`src/rtl/mux_pkg.sv`:
```
// Shared constants and elaboration helpers for the pipelined N-to-1 selector.
// The tree geometry helpers are evaluated at elaboration time only.
package mux_pkg;

    localparam logic MODE_DIRECT = 1'b0;
    localparam logic MODE_SCAN   = 1'b1;

    typedef enum logic {
        IDLE = 1'b0,
        SCAN = 1'b1
    } scan_state_t;

    // Number of 4:1 levels needed to reduce n inputs to one.
    function automatic int clog4(input int n);
        int lvls;
        int span;
        lvls = 0;
        span = 1;
        while (span < n) begin
            span = span * 4;
            lvls = lvls + 1;
        end
        return lvls;
    endfunction

    // Index of the first node of level lvl when all levels are packed back to back.
    function automatic int level_base(input int n, input int lvl);
        int base;
        int width;
        base  = 0;
        width = n / 4;
        for (int k = 0; k < lvl; k++) begin
            base  = base + width;
            width = width / 4;
        end
        return base;
    endfunction

endpackage

```
`src/rtl/mux4to1_reg.sv`:
```
// One registered 4:1 selection node. Data is chosen by a 2-bit slice of the
// index; tag, valid and last ride along unchanged. Everything holds when en is low.
module mux4to1_reg #(
    parameter int DWIDTH = 32,
    parameter int SELW   = 4
) (
    input  logic                  clk,
    input  logic                  rst_n,
    input  logic                  en,
    input  logic [4*DWIDTH-1:0]   in_data,
    input  logic [1:0]            sel,
    input  logic [SELW-1:0]       in_tag,
    input  logic                  in_valid,
    input  logic                  in_last,
    output logic [DWIDTH-1:0]     out_data,
    output logic [SELW-1:0]       out_tag,
    output logic                  out_valid,
    output logic                  out_last
);

    logic [DWIDTH-1:0] pick;

    always_comb begin
        case (sel)
            2'd0:    pick = in_data[0*DWIDTH +: DWIDTH];
            2'd1:    pick = in_data[1*DWIDTH +: DWIDTH];
            2'd2:    pick = in_data[2*DWIDTH +: DWIDTH];
            default: pick = in_data[3*DWIDTH +: DWIDTH];
        endcase
    end

    always_ff @(posedge clk or negedge rst_n) begin
        if (!rst_n) begin
            out_data  <= '0;
            out_tag   <= '0;
            out_valid <= 1'b0;
            out_last  <= 1'b0;
        end else if (en) begin
            out_data  <= pick;
            out_tag   <= in_tag;
            out_valid <= in_valid;
            out_last  <= in_last;
        end
    end

endmodule

```
`src/rtl/mux_pipe_nto1.sv`:
```
// Pipelined N-to-1 selector with valid/ready flow control and an auto-scan mode.
// A tree of registered 4:1 nodes, one level per 2 index bits, all frozen by a global stall.
module mux_pipe_nto1
    import mux_pkg::*;
#(
    parameter int DWIDTH = 32,
    parameter int NUM_IN = 16
) (
    input  logic                        clk,
    input  logic                        rst_n,
    input  logic [NUM_IN*DWIDTH-1:0]    in_bus,
    input  logic                        mode,
    input  logic [$clog2(NUM_IN)-1:0]   sel,
    input  logic                        in_valid,
    output logic                        in_ready,
    input  logic                        start,
    output logic                        busy,
    output logic [DWIDTH-1:0]           out_data,
    output logic [$clog2(NUM_IN)-1:0]   out_sel,
    output logic                        out_valid,
    output logic                        out_last,
    input  logic                        out_ready
);

    localparam int SELW  = $clog2(NUM_IN);
    localparam int L     = clog4(NUM_IN);
    localparam int NODES = (NUM_IN - 1) / 3;
    localparam logic [SELW-1:0] LAST_IDX = SELW'(NUM_IN - 1);

    scan_state_t     state;
    logic [SELW-1:0] cnt;
    logic            stall;
    logic            accept;
    logic            issue_valid;
    logic            issue_last;
    logic [SELW-1:0] issue_idx;

    // All tree nodes, level 0 first, the single root node last.
    logic [DWIDTH-1:0] nd_data  [NODES];
    logic [SELW-1:0]   nd_tag   [NODES];
    logic              nd_valid [NODES];
    logic              nd_last  [NODES];

    assign busy        = (state == SCAN);
    assign stall       = out_valid && !out_ready;
    assign in_ready    = !stall && !busy && (mode == MODE_DIRECT);
    assign accept      = in_valid && in_ready;
    assign issue_valid = busy || accept;
    assign issue_idx   = busy ? cnt : sel;
    assign issue_last  = busy && (cnt == LAST_IDX);

    always_ff @(posedge clk or negedge rst_n) begin
        if (!rst_n) begin
            state <= IDLE;
            cnt   <= '0;
        end else if (!stall) begin
            case (state)
                IDLE: begin
                    if (start && mode == MODE_SCAN) begin
                        state <= SCAN;
                        cnt   <= '0;
                    end
                end
                SCAN: begin
                    cnt <= cnt + 1'b1;
                    if (cnt == LAST_IDX) state <= IDLE;
                end
                default: state <= IDLE;
            endcase
        end
    end

    for (genvar i = 0; i < L; i++) begin : g_lvl
        localparam int N    = NUM_IN >> (2 * (i + 1));
        localparam int BASE = level_base(NUM_IN, i);
        localparam int PREV = level_base(NUM_IN, i - 1);

        for (genvar j = 0; j < N; j++) begin : g_node
            logic [4*DWIDTH-1:0] d;
            logic [SELW-1:0]     t;
            logic                v;
            logic                la;

            if (i == 0) begin : g_src
                assign d  = in_bus[j*4*DWIDTH +: 4*DWIDTH];
                assign t  = issue_idx;
                assign v  = issue_valid;
                assign la = issue_last;
            end else begin : g_src
                localparam int C = PREV + 4 * j;
                // Sibling nodes carry identical control; only the first child's copy is forwarded.
                logic unused_sib;
                assign d  = {nd_data[C+3], nd_data[C+2], nd_data[C+1], nd_data[C]};
                assign t  = nd_tag[C];
                assign v  = nd_valid[C];
                assign la = nd_last[C];
                assign unused_sib = ^{nd_tag[C+1], nd_tag[C+2], nd_tag[C+3],
                                      nd_valid[C+1], nd_valid[C+2], nd_valid[C+3],
                                      nd_last[C+1], nd_last[C+2], nd_last[C+3]};
            end

            mux4to1_reg #(
                .DWIDTH (DWIDTH),
                .SELW   (SELW)
            ) u_node (
                .clk       (clk),
                .rst_n     (rst_n),
                .en        (!stall),
                .in_data   (d),
                .sel       (t[2*i+1 -: 2]),
                .in_tag    (t),
                .in_valid  (v),
                .in_last   (la),
                .out_data  (nd_data[BASE+j]),
                .out_tag   (nd_tag[BASE+j]),
                .out_valid (nd_valid[BASE+j]),
                .out_last  (nd_last[BASE+j])
            );
        end
    end

    assign out_data  = nd_data[NODES-1];
    assign out_sel   = nd_tag[NODES-1];
    assign out_valid = nd_valid[NODES-1];
    assign out_last  = nd_last[NODES-1];

endmodule

```
`config.mk`:
```
export PLATFORM = sky130hd
export DESIGN_NAME = mux_pipe_nto1
export DESIGN_NICKNAME = d
export VERILOG_FILES = /design/src/rtl/mux_pkg.sv /design/src/rtl/mux4to1_reg.sv /design/src/rtl/mux_pipe_nto1.sv
export SDC_FILE = /design/constraint.sdc
export NUM_CORES = 1
export LEC_CHECK = 0
export ABC_AREA = 1
export ABC_CLOCK_PERIOD_IN_PS = 5700
export CORE_AREA = 2 2 221 223
export CTS_CLUSTER_DIAMETER = 60
export DETAILED_ROUTE_END_ITERATION = 8
export DIE_AREA = 0 0 223 225
export DONT_BUFFER_PORTS = 1
export GPL_TIMING_DRIVEN = 1
export PLACE_DENSITY = 0.51
export SLEW_MARGIN = 5
export SYNTH_ARGS = -nofsm -noshare
export SYNTH_HDL_FRONTEND = slang
export SYNTH_HIERARCHICAL = 1
export SYNTH_SLANG_ARGS = --single-unit
```
`constraint.sdc`:
```
create_clock -name clk -period 5.7 [get_ports clk]
set_input_delay 0.57 -clock clk [delete_from_list [all_inputs] [get_ports clk]]
set_output_delay 0.57 -clock clk [all_outputs]
set_load 0.02 [all_outputs]
```
Word-level counts from Yosys, hierarchy flattened
Cells that the tools add are included.
Storage, ports and cells
  memory bits (read-only): 0
  bits of input ports: 522
  RAM bits: 0
  memories: 0
  output and inout bits: 40
  bits in latches: 0
  register bits: 177
Cells by class
  div/mod/pow operators: 0
  multipliers: 0
  shifts and indexed selects: 0
  reductions and logical operators: 13
  $add $sub $neg: 1
  $lt $le $gt $ge: 0
  bitwise logic cells: 3
  equality and inequality tests: 6
  mux-type cells: 11
Operators by type and width (count)
  $pmux W32 S3: 5
  $mux W4: 2
  $pmux W4 S2: 1
  $logic_and A1 B1 Y1: 6
  $add A4 B1 Y4 const B: 1
  $eq A2 B1 Y1 const B: 2
  $eq A2 B2 Y1 const B: 2
  $eq A4 B4 Y1 const B: 1
  $logic_not A2 Y1: 2
  $logic_not A1 Y1: 3
  $not A1 Y1: 3
  $mux W1: 2
  $ne A2 B2 Y1 const B: 1
  $pmux W1 S2: 1
  $reduce_and A2 Y1: 1
  $logic_or A1 B1 Y1: 1

Logic depth before layout (Yosys ltp)
Gate-level depths: netlist of run 1.
  depth in word-level cells: 7
  mapped depth: 11

Cells and area by module
The synthesis of run 1 kept the hierarchy.
Modules (own cells, without submodules)
  mux4to1_reg: area each 2396.0 sq um, cells an instance 376, sequential area each 950.9 sq um, times used 5
  mux_pipe_nto1: area each 355.3 sq um, cells an instance 50, sequential area each 125.1 sq um, times used 1

Least setup slack after synthesis of run 1
OpenSTA, ideal clock, no wires.
  path kind: reg2reg
  start point: register state (netlist: busy)
  end point: register g_lvl[0].g_node[0].u_node.out_data[25]
  path buffers: 3
  setup time: 116 ps
  required time: 5584 ps
  cell stages (with the launch flop): 12
  data arrival time: 2333 ps
  path slack: 3250 ps
  path through: dfrtp_1 buf_6 inv_6 nor2_1 nor2_1 buf_4 nand2_2 buf_6 nor2_1 nor2_1 nand2_1 nand2_1
On the way
  cells in the longest elaborated chain, start to end: 3
RTL lines
  from (decl): RTL line mux_pipe_nto1.sv:30  | scan_state_t state;
  from (signal assigned): RTL line mux_pipe_nto1.sv:54  | state <= IDLE;
  from (signal assigned): RTL line mux_pipe_nto1.sv:60  | state <= SCAN;
  from (signal assigned): RTL line mux_pipe_nto1.sv:66  | if (cnt == LAST_IDX) state <= IDLE;
  $mux W4 *: RTL line mux_pipe_nto1.sv:49  | assign issue_idx = busy ? cnt : sel;
  net g_lvl[0].g_node[0].t[0]: RTL line mux_pipe_nto1.sv:80  | logic [SELW-1:0] t;
  $eq A2 B2 Y1 (tied with other cells): RTL line mux4to1_reg.sv:24  | case (sel)
  $pmux W32 S3 *: RTL line mux4to1_reg.sv:24
  to (signal assigned): RTL line mux4to1_reg.sv:39  | out_data <= pick;
  to (decl): RTL line mux4to1_reg.sv:15  | output logic [DWIDTH-1:0] out_data,
Mark *: on every way through the listed nets, which the timed path passes. The rest lies on a longest branch.
A chain may end at the register's enable or synchronous reset.

Worst setup path in the final report of run 1
  start point: register state (netlist: busy)
  end point: register g_lvl[0].g_node[0].u_node.out_data[27]
The elaborated chain is that of the path after synthesis.

==> results.cfg, run 1 <==
[sta]
period_needed_ns = 3.11
max_freq_mhz = 322
relSlewSlack = 0.246
drv_slew = 0
worstMarginPinSlew_ns = 1.13
skew_ns = 0.00940
min_period_over_period = 0.545
fin_setup_tns_ns = 0
hold_viol = 0
rsz0062_at_grt = false
setup-violations-final = 0

[layout]
filler_cell_count = 5396
layout_common_cells = nand2_1 (698), nor2_1 (323), nand3_1 (323)
syn_to_final_growth_pct = 5.99
drive_gt1_frac = 0.0420
final_common_cell = nand2_1
nNetsFinal = 2273
final-instance-count-excl-fill = 2381
final_core_util = 0.260

[floorplanning]
die_w_um = 223
row_count = 80
start_util = 0.246
dieArea_mm2 = 0.0502
die_h_um = 225
placeableCoreArea_mm2 = 0.0475
boundaryPins = 562

[critical_path]
end_kind = flip-flop
cp-start-kind = flip-flop
rrSetupSlack_ns = 2.59
criticalPathCategory = reg -> reg
crit_required_ns = 6.04
worstPathArrival_ns = 3.44
crit_fanout = 99

[clock_tree]
cts_tree = built
clockRootBuffer = clkbuf_16
h-tree-depth = 4
cts_resized = 0
insertion_delay_ns = 0.45
clk_pin_slew_worst_paths_ns = 0.07
cts_buffer_depth = 2
post-cts-setup-buffer-count = 0
postCtsHoldBufs = 1
cts_sinks = 177
cts_buffers = 17

[power]
power_switching_share = 0.551
p_int_mw = 3.82
irDropWorstVdd_mv = 0.355
clock_power_share = 0.132
power.density_mw_per_mm2 = 687
total_power_mw = 8.50
cellLeakagePower_nw = 5.91
comb_power_share = 0.571
net-switching-power_mw = 4.68
seqPwrFrac = 0.298

[routing]
routed_via_density = 4.94
num_vias = 11800
drc = 0
wl_per_cell_um = 20.8
drtIter0Drc = 876
ant_nets = 0
drt_pass1_iterations = 7
wirelength_um = 49600

[grt]
grt_max_degree = 178
grt-ovfl-total = 0
grt_pass1_vias = 11500
grt_pass1_wl_um = 71900
grt_antenna_before_repair = 6
grt.total_usage = 0.193

[job]
drv_cap = 0

[placed_design]
place_inst = 2345
gp_congestion = 0.841
io_buffers = 0
dpl.hpwl_um = 38100

[yosys]
synth_nets = 2381
netlist_instances = 1858
yosys_warnings = 6
synthesis.area_mm2 = 0.0117
postSynthAreaPerCell_um2 = 6.29

[worst_hold_path]
worst_hold_path_type = in -> async

[outcome]
outcome = complete, no violations
power by group through the flow:
stage | Combinational [mW] | Clock [mW] | Sequential (mW)
2_1_floorplan | 3.63 | 0 | 2.35
3_3_place_gp | 4.82 | 0 | 2.56
3_5_place_dp | 4.92 | 0 | 2.56
4_1_cts | 4.97 | 1.17 | 2.55
5_1_grt | 5.57 | 1.22 | 2.61
6_report | 4.85 | 1.12 | 2.53
worst paths after layout:
| check | cells after the start | from | endpoint |
|---|---|---|---|
| min in group clk | 4 | in_bus[270] | g_lvl[0].g_node[2].u_node/out_data[14] |
| setup reg to reg | 8 | busy | g_lvl[0].g_node[0].u_node/out_data[27] |
| hold / removal | 1 | rst_n | busy |
| max in group asynchronous | 1 | rst_n | g_lvl[0].g_node[1].u_node/out_data[31] |
| hold reg to reg | 2 | g_lvl[0].g_node[1].u_node/out_data[1] | g_lvl[0].g_node[1].u_node/out_data[1] |
| setup / recovery | 8 | busy | g_lvl[0].g_node[0].u_node/out_data[27] |
stage by stage:
stage | hold WS, ns | setup WS, ns | instance area, µm²
6_report | 0.104 | 2.59 | 12400
5_1_grt | 0.184 | 2.28 | 12400
4_1_cts | 0.191 | 2.59 | 12400
3_5_place_dp | 0.279 | 2.61 | 11800
3_3_place_gp | 0.279 | 2.60 | 11800
2_1_floorplan | 0.274 | 3.35 | 11700
area by class of cell:
class,count,area [µm²],share of cell area
antenna,3,7.51,0.000606
multi-input combinational,1526,6440,0.520
tap,615,769,0.0621
clock inverter,10,77.6,0.00627
inverter,19,76.3,0.00616
sequential,177,4430,0.358
timing repair buffer,9,113,0.00909
clock buffer,22,464,0.0375
critical path, cell delays in order, from the launching register on:
cell and delay [ns]:
dfrtp_1 0.69, nand2_1 0.18, nand2_4 0.53, buf_12 0.37, nand2_2 0.45, nor2_1 0.25, nor2_1 0.06, nand2_1 0.13
nand2_1 0.06
flip-flops by register name (all words and copies together) (netlist names):
register                       count
busy                               1
cnt                                4
g_lvl.g_node.u_node/out_data     160
g_lvl.g_node.u_node/out_last       2
g_lvl.g_node.u_node/out_tag        8
g_lvl.g_node.u_node/out_valid      2
layer usage:
metal,track usage,up-vias,wire length [µm]
met5,0,-,41
met4,0.0567,6,960
met3,0.0381,41,2900
met2,0.335,468,24400
met1,0.241,5492,21300
li1,-,5748,-
No activity file was read; power rests on OpenSTA's default activity.
==> run 2, diff against run 1 <==
--- a/config.mk
+++ b/config.mk
@@ -6,14 +6,14 @@
 export NUM_CORES = 1
 export LEC_CHECK = 0
 export ABC_AREA = 1
-export ABC_CLOCK_PERIOD_IN_PS = 5700
-export CORE_AREA = 2 2 221 223
+export ABC_CLOCK_PERIOD_IN_PS = 3000
+export CORE_AREA = 2 2 218 220
 export CTS_CLUSTER_DIAMETER = 60
 export DETAILED_ROUTE_END_ITERATION = 8
-export DIE_AREA = 0 0 223 225
+export DIE_AREA = 0 0 220 222
 export DONT_BUFFER_PORTS = 1
 export GPL_TIMING_DRIVEN = 1
-export PLACE_DENSITY = 0.51
+export PLACE_DENSITY = 0.52
 export SLEW_MARGIN = 5
 export SYNTH_ARGS = -nofsm -noshare
 export SYNTH_HDL_FRONTEND = slang
==> constraint.sdc (replaced) <==
create_clock -name clk -period 3 [get_ports clk]
set_input_delay 0.3 -clock clk [delete_from_list [all_inputs] [get_ports clk]]
set_output_delay 0.3 -clock clk [all_outputs]
set_load 0.02 [all_outputs]
==> results.cfg, run 2 (synthesis gave the netlist of run 1 again) <==
[outcome]
outcome = finished, violations left
violations = hold timing

[sta]
rsz0062_at_grt = false
min_period_over_period = 0.949
fin_setup_tns_ns = 0
whs_ns = -0.482
setup-violations-final = 0
drv_slew = 0
fin_ws_ns = 0.153
worstMarginPinSlew_ns = 1.13
max_freq_mhz = 351
hold_viol = 177
relSlewSlack = 0.245
period_needed_ns = 2.85
skew_ns = 0.0121

[layout]
fin_area_mm2 = 0.0126
syn_to_final_growth_pct = 7.96
largest_reg_flops = 160
final_common_cell = nand2_1
drive_gt1_frac = 0.0500
nNetsFinal = 2290
filler_cell_count = 5255
largestRegisters = g_lvl.g_node.u_node/out_data: 160 flops, g_lvl.g_node.u_node/out_tag: 8 flops, cnt: 4 flops
top_register = g_lvl.g_node.u_node/out_data
layout_common_cells = nand2_1 (698), nor2_1 (323), nand3_1 (323)

[placed_design]
post-place-ws_ns = 0.631
io_buffers = 0
dpl.hpwl_um = 39300
gp_congestion = 0.892
placed_cell_area_mm2 = 0.0120

[critical_path]
max_stage_delay_ns = 0.67
critPathMostFrequentCell = nand2_1
cpMaxStageDelayCell = nor2_4
startpoint = busy
timing.rr.start = busy
cp.depth = 10
r2r_cells = 10
criticalPathCategory = reg -> reg
cp-start-kind = flip-flop
cpLargestDelayFamily = simple AND/OR/NAND/NOR gates
r2r_end = g_lvl[0].g_node[1].u_node/out_data[17]
rrSetupSlack_ns = 0.15
crit_required_ns = 3.42
crit_fanout = 127
cp-endpoint = g_lvl[0].g_node[1].u_node/out_data[17]
end_kind = flip-flop
path_buf_inv = 3
crit_chain = inv_6, nor2_1, nor2_4, buf_12, nor2_4, nand2_1, nand3_1, nand2_1, dlygate4sd3_1, nand2_1
worstPathArrival_ns = 3.27

[routing]
routed_via_density = 4.98
drtIter0Drc = 938
ant_nets = 0
wirelength_um = 50200
drc = 0
drt_pass1_iterations = 5
num_vias = 11900
wl_per_cell_um = 20.9

[clock_tree]
post-cts-setup-buffer-count = 0
cts_buffer_depth = 2
clockRootBuffer = clkbuf_16
insertion_delay_ns = 0.48
cts_buffers = 17
h-tree-depth = 4
cts_tree = built
cts_sinks = 177
clk_pin_slew_worst_paths_ns = 0.07
postCtsHoldBufs = 4

[power]
net-switching-power_mw = 8.99
power.density_mw_per_mm2 = 1310
seqPwrFrac = 0.293
cellLeakagePower_nw = 6.02
comb_power_share = 0.572
power_switching_share = 0.545
p_int_mw = 7.51
irDropWorstVdd_mv = 0.662
total_power_mw = 16.5
clock_power_share = 0.135

[grt]
grt_pass1_wl_um = 71700
grt.total_usage = 0.202
grt-ovfl-total = 0
grt_antenna_before_repair = 12
grt_max_degree = 178
grt_pass1_vias = 11600

[floorplanning]
die_h_um = 222
die_w_um = 220
row_count = 79
start_util = 0.253
boundaryPins = 562
dieArea_mm2 = 0.0488
placeableCoreArea_mm2 = 0.0463

[job]
drv_cap = 0

[worst_hold_path]
worst_hold_path_type = in -> async
## run 2: cell types whose count changed in the layout (fill, tap and decap cells not counted), sizes merged
cell and delta:
clkbuf -3, buf +13, inv +1, dlygate4sd3 +4
bufinv +1, diode +6, clkinvlp +1
## run 2: repair_timing
action,in CTS,in global routing
resized for setup,0,1
endpoints found under the hold margin,180,177
endpoints found under the setup margin,0,1
## run 2: worst min path at each step
stage	start	endpoint	slack [ns]	cells after the start
2_1_floorplan	rst_n	busy	0.004	0
3_3_place_gp	rst_n	g_lvl[0].g_node[0].u_node/out_valid	0.009	0
3_5_place_dp	rst_n	g_lvl[0].g_node[0].u_node/out_valid	0.008	0
4_1_cts	rst_n	g_lvl[0].g_node[0].u_node/out_valid	-0.54	0
5_1_grt	rst_n	g_lvl[0].g_node[0].u_node/out_valid	-0.53	0
6_report	rst_n	g_lvl[0].g_node[0].u_node/out_valid	-0.48	0
## run 2: final cells by class
class	count	area, µm²	share of cell area
clock inverter	13	126	0.0100
timing repair buffer	26	305	0.0242
antenna	9	22.5	0.00179
tap	607	759	0.0602
clock buffer	19	443	0.0351
multi-input combinational	1526	6450	0.511
sequential	177	4430	0.351
inverter	19	76.3	0.00605
## run 2: power groups by stage
stage,sequential (mW),combinational [mW],clock [mW]
6_report,4.84,9.44,2.23
5_1_grt,5.00,10.9,2.40
4_1_cts,4.87,9.62,2.32
3_5_place_dp,4.89,9.55,0
3_3_place_gp,4.88,9.37,0
2_1_floorplan,4.46,6.90,0
## run 2: per-stage QoR
step | util | instances
after floorplan | - | 1858
after global routing | 0.273 | 2396
final | 0.273 | 2396
after global placement | 0.259 | 2351
after CTS | 0.272 | 2387
after detailed placement | 0.259 | 2351
## run 2: layer usage
| layer | GRT usage | vias up | part of all wire |
|---|---|---|---|
| met1 | 0.249 | 5512 | 0.42 |
| met4 | 0.0788 | 2 | 0.024 |
| met5 | 0 | - | 0.00026 |
| li1 | - | 5783 | - |
| met2 | 0.337 | 573 | 0.48 |
| met3 | 0.0497 | 71 | 0.075 |
==> run 3, diff against run 2 <==
--- a/config.mk
+++ b/config.mk
@@ -5,12 +5,11 @@
 export SDC_FILE = /design/constraint.sdc
 export NUM_CORES = 1
 export LEC_CHECK = 0
-export ABC_AREA = 1
 export ABC_CLOCK_PERIOD_IN_PS = 3000
-export CORE_AREA = 2 2 218 220
+export CORE_AREA = 2 2 215 217
 export CTS_CLUSTER_DIAMETER = 60
 export DETAILED_ROUTE_END_ITERATION = 8
-export DIE_AREA = 0 0 220 222
+export DIE_AREA = 0 0 217 219
 export DONT_BUFFER_PORTS = 1
 export GPL_TIMING_DRIVEN = 1
 export PLACE_DENSITY = 0.52
==> results.cfg, run 3 <==
[routing]
drc = 0
drtIter0Drc = 529
wl_per_cell_um = 24.9
routed_via_density = 5.13
num_vias = 7770
wirelength_um = 37800
drt_pass1_iterations = 5
ant_nets = 0

[layout]
final_common_cell = mux2i_1
top_register = g_lvl.g_node.u_node/out_data
largest_reg_flops = 160
layout_common_cells = mux2i_1 (320), dfrtp_1 (176), nand2b_1 (163)
syn_to_final_growth_pct = 7.09
drive_gt1_frac = 0.106
nNetsFinal = 1423
largestRegisters = g_lvl.g_node.u_node/out_data: 160 flops, g_lvl.g_node.u_node/out_tag: 8 flops, cnt: 4 flops

[floorplanning]
boundaryPins = 562
die_w_um = 217
row_count = 78
die_h_um = 219
dieArea_mm2 = 0.0475
start_util = 0.252
placeableCoreArea_mm2 = 0.0451

[power]
seqPwrFrac = 0.349
cellLeakagePower_nw = 5.21
clock_power_share = 0.176
power_switching_share = 0.428
p_int_mw = 8.11
total_power_mw = 14.2
irDropWorstVdd_mv = 1.16
comb_power_share = 0.475
net-switching-power_mw = 6.07
power.density_mw_per_mm2 = 1160

[sta]
fin_ws_ns = 0.760
period_needed_ns = 2.24
setup-violations-final = 0
hold_viol = 177
worstMarginPinSlew_ns = 0.886
drv_slew = 0
fin_setup_tns_ns = 0
max_freq_mhz = 446
relSlewSlack = 0.409
whs_ns = -0.486
rsz0062_at_grt = false
min_period_over_period = 0.747
skew_ns = 0.0101

[clock_tree]
clockRootBuffer = clkbuf_16
clk_pin_slew_worst_paths_ns = 0.07
postCtsHoldBufs = 1
cts_sinks = 177
insertion_delay_ns = 0.48
cts_buffers = 17
cts_resized = 0
cts_tree = built
cts_buffer_depth = 2
h-tree-depth = 4
post-cts-setup-buffer-count = 0

[critical_path]
end_kind = flip-flop
crit_fanout = 65
critPathMostFrequentCell = buf_12
worstPathArrival_ns = 2.56
path_buf_inv = 2
cp-start-kind = flip-flop
cpLargestDelayFamily = buffers and inverters
cpMaxStageDelayCell = dfrtp_1
crit_required_ns = 3.32
crit_chain = mux2_8, buf_12, buf_12, mux2i_1, o221ai_1
criticalPathCategory = reg -> reg
max_stage_delay_ns = 0.42

[job]
drv_cap = 0

[grt]
grt_antenna_before_repair = 1
grt_pass1_wl_um = 52700
grt-ovfl-total = 0
grt_max_degree = 178
grt.total_usage = 0.154
grt_pass1_vias = 7831

[outcome]
violations = hold timing
outcome = finished, violations left

[placed_design]
gp_congestion = 0.810
post-place-ws_ns = 0.766
dpl.hpwl_um = 28500
io_buffers = 0

[worst_hold_path]
worst_hold_path_type = in -> async

[yosys]
yosys_warnings = 6
synthesis.area_mm2 = 0.0114
postSynthAreaPerCell_um2 = 12.0
netlist_instances = 951
synth_nets = 1474
run 3: power by group through the flow:
stage	Combinational [mW]	Clock, mW	Sequential [mW]
global placement	6.71	0	5.00
global route	7.38	2.67	5.11
finish	6.74	2.49	4.95
floorplan	6.15	0	4.40
detailed placement	6.83	0	5.02
CTS	6.85	2.61	4.98
run 3: area by class of cell:
cell class | instances | area (µm²)
fill | 4730 | 32900
multi-input combinational | 687 | 6160
sequential | 177 | 4430
tap | 600 | 751
clock buffer | 20 | 457
timing repair buffer | 16 | 185
clock inverter | 12 | 180
inverter | 1 | 6.26
antenna | 1 | 2.50
run 3: final timing paths:
| check | slack [ns] | endpoint | cells after the start | start |
|---|---|---|---|---|
| max | 0.76 | g_lvl[0].g_node[2].u_node/out_data[9] | 5 | busy |
| min | -0.49 | g_lvl[0].g_node[1].u_node/out_data[24] | 0 | rst_n |
| max reg2reg | 0.76 | g_lvl[0].g_node[2].u_node/out_data[9] | 5 | busy |
| min reg2reg | 0.50 | g_lvl[0].g_node[0].u_node/out_data[13] | 2 | g_lvl[0].g_node[0].u_node/out_data[13] |
| max in group asynchronous | 3.21 | g_lvl[0].g_node[1].u_node/out_data[1] | 0 | rst_n |
| min in group clk | 0.05 | g_lvl[0].g_node[0].u_node/out_data[7] | 2 | in_bus[71] |
run 3: layer usage:
layer	global-route usage	share of wire	vias to the layer above
li1	-	-	3561
met1	0.213	0.46	3852
met2	0.235	0.47	317
met3	0.0316	0.049	40
met4	0.0610	0.022	0
met5	0	0	-
run 3: through the flow:
stage                      util  std cells  area [µm²]  hold slack [ns]
after CTS                 0.270       1513       12200           -0.546
after global placement    0.256       1480       11500          0.00855
final                     0.270       1514       12200           -0.486
after floorplan               -        951       11400          0.00441
after global routing      0.270       1514       12200           -0.524
after detailed placement  0.256       1480       11500          0.00843
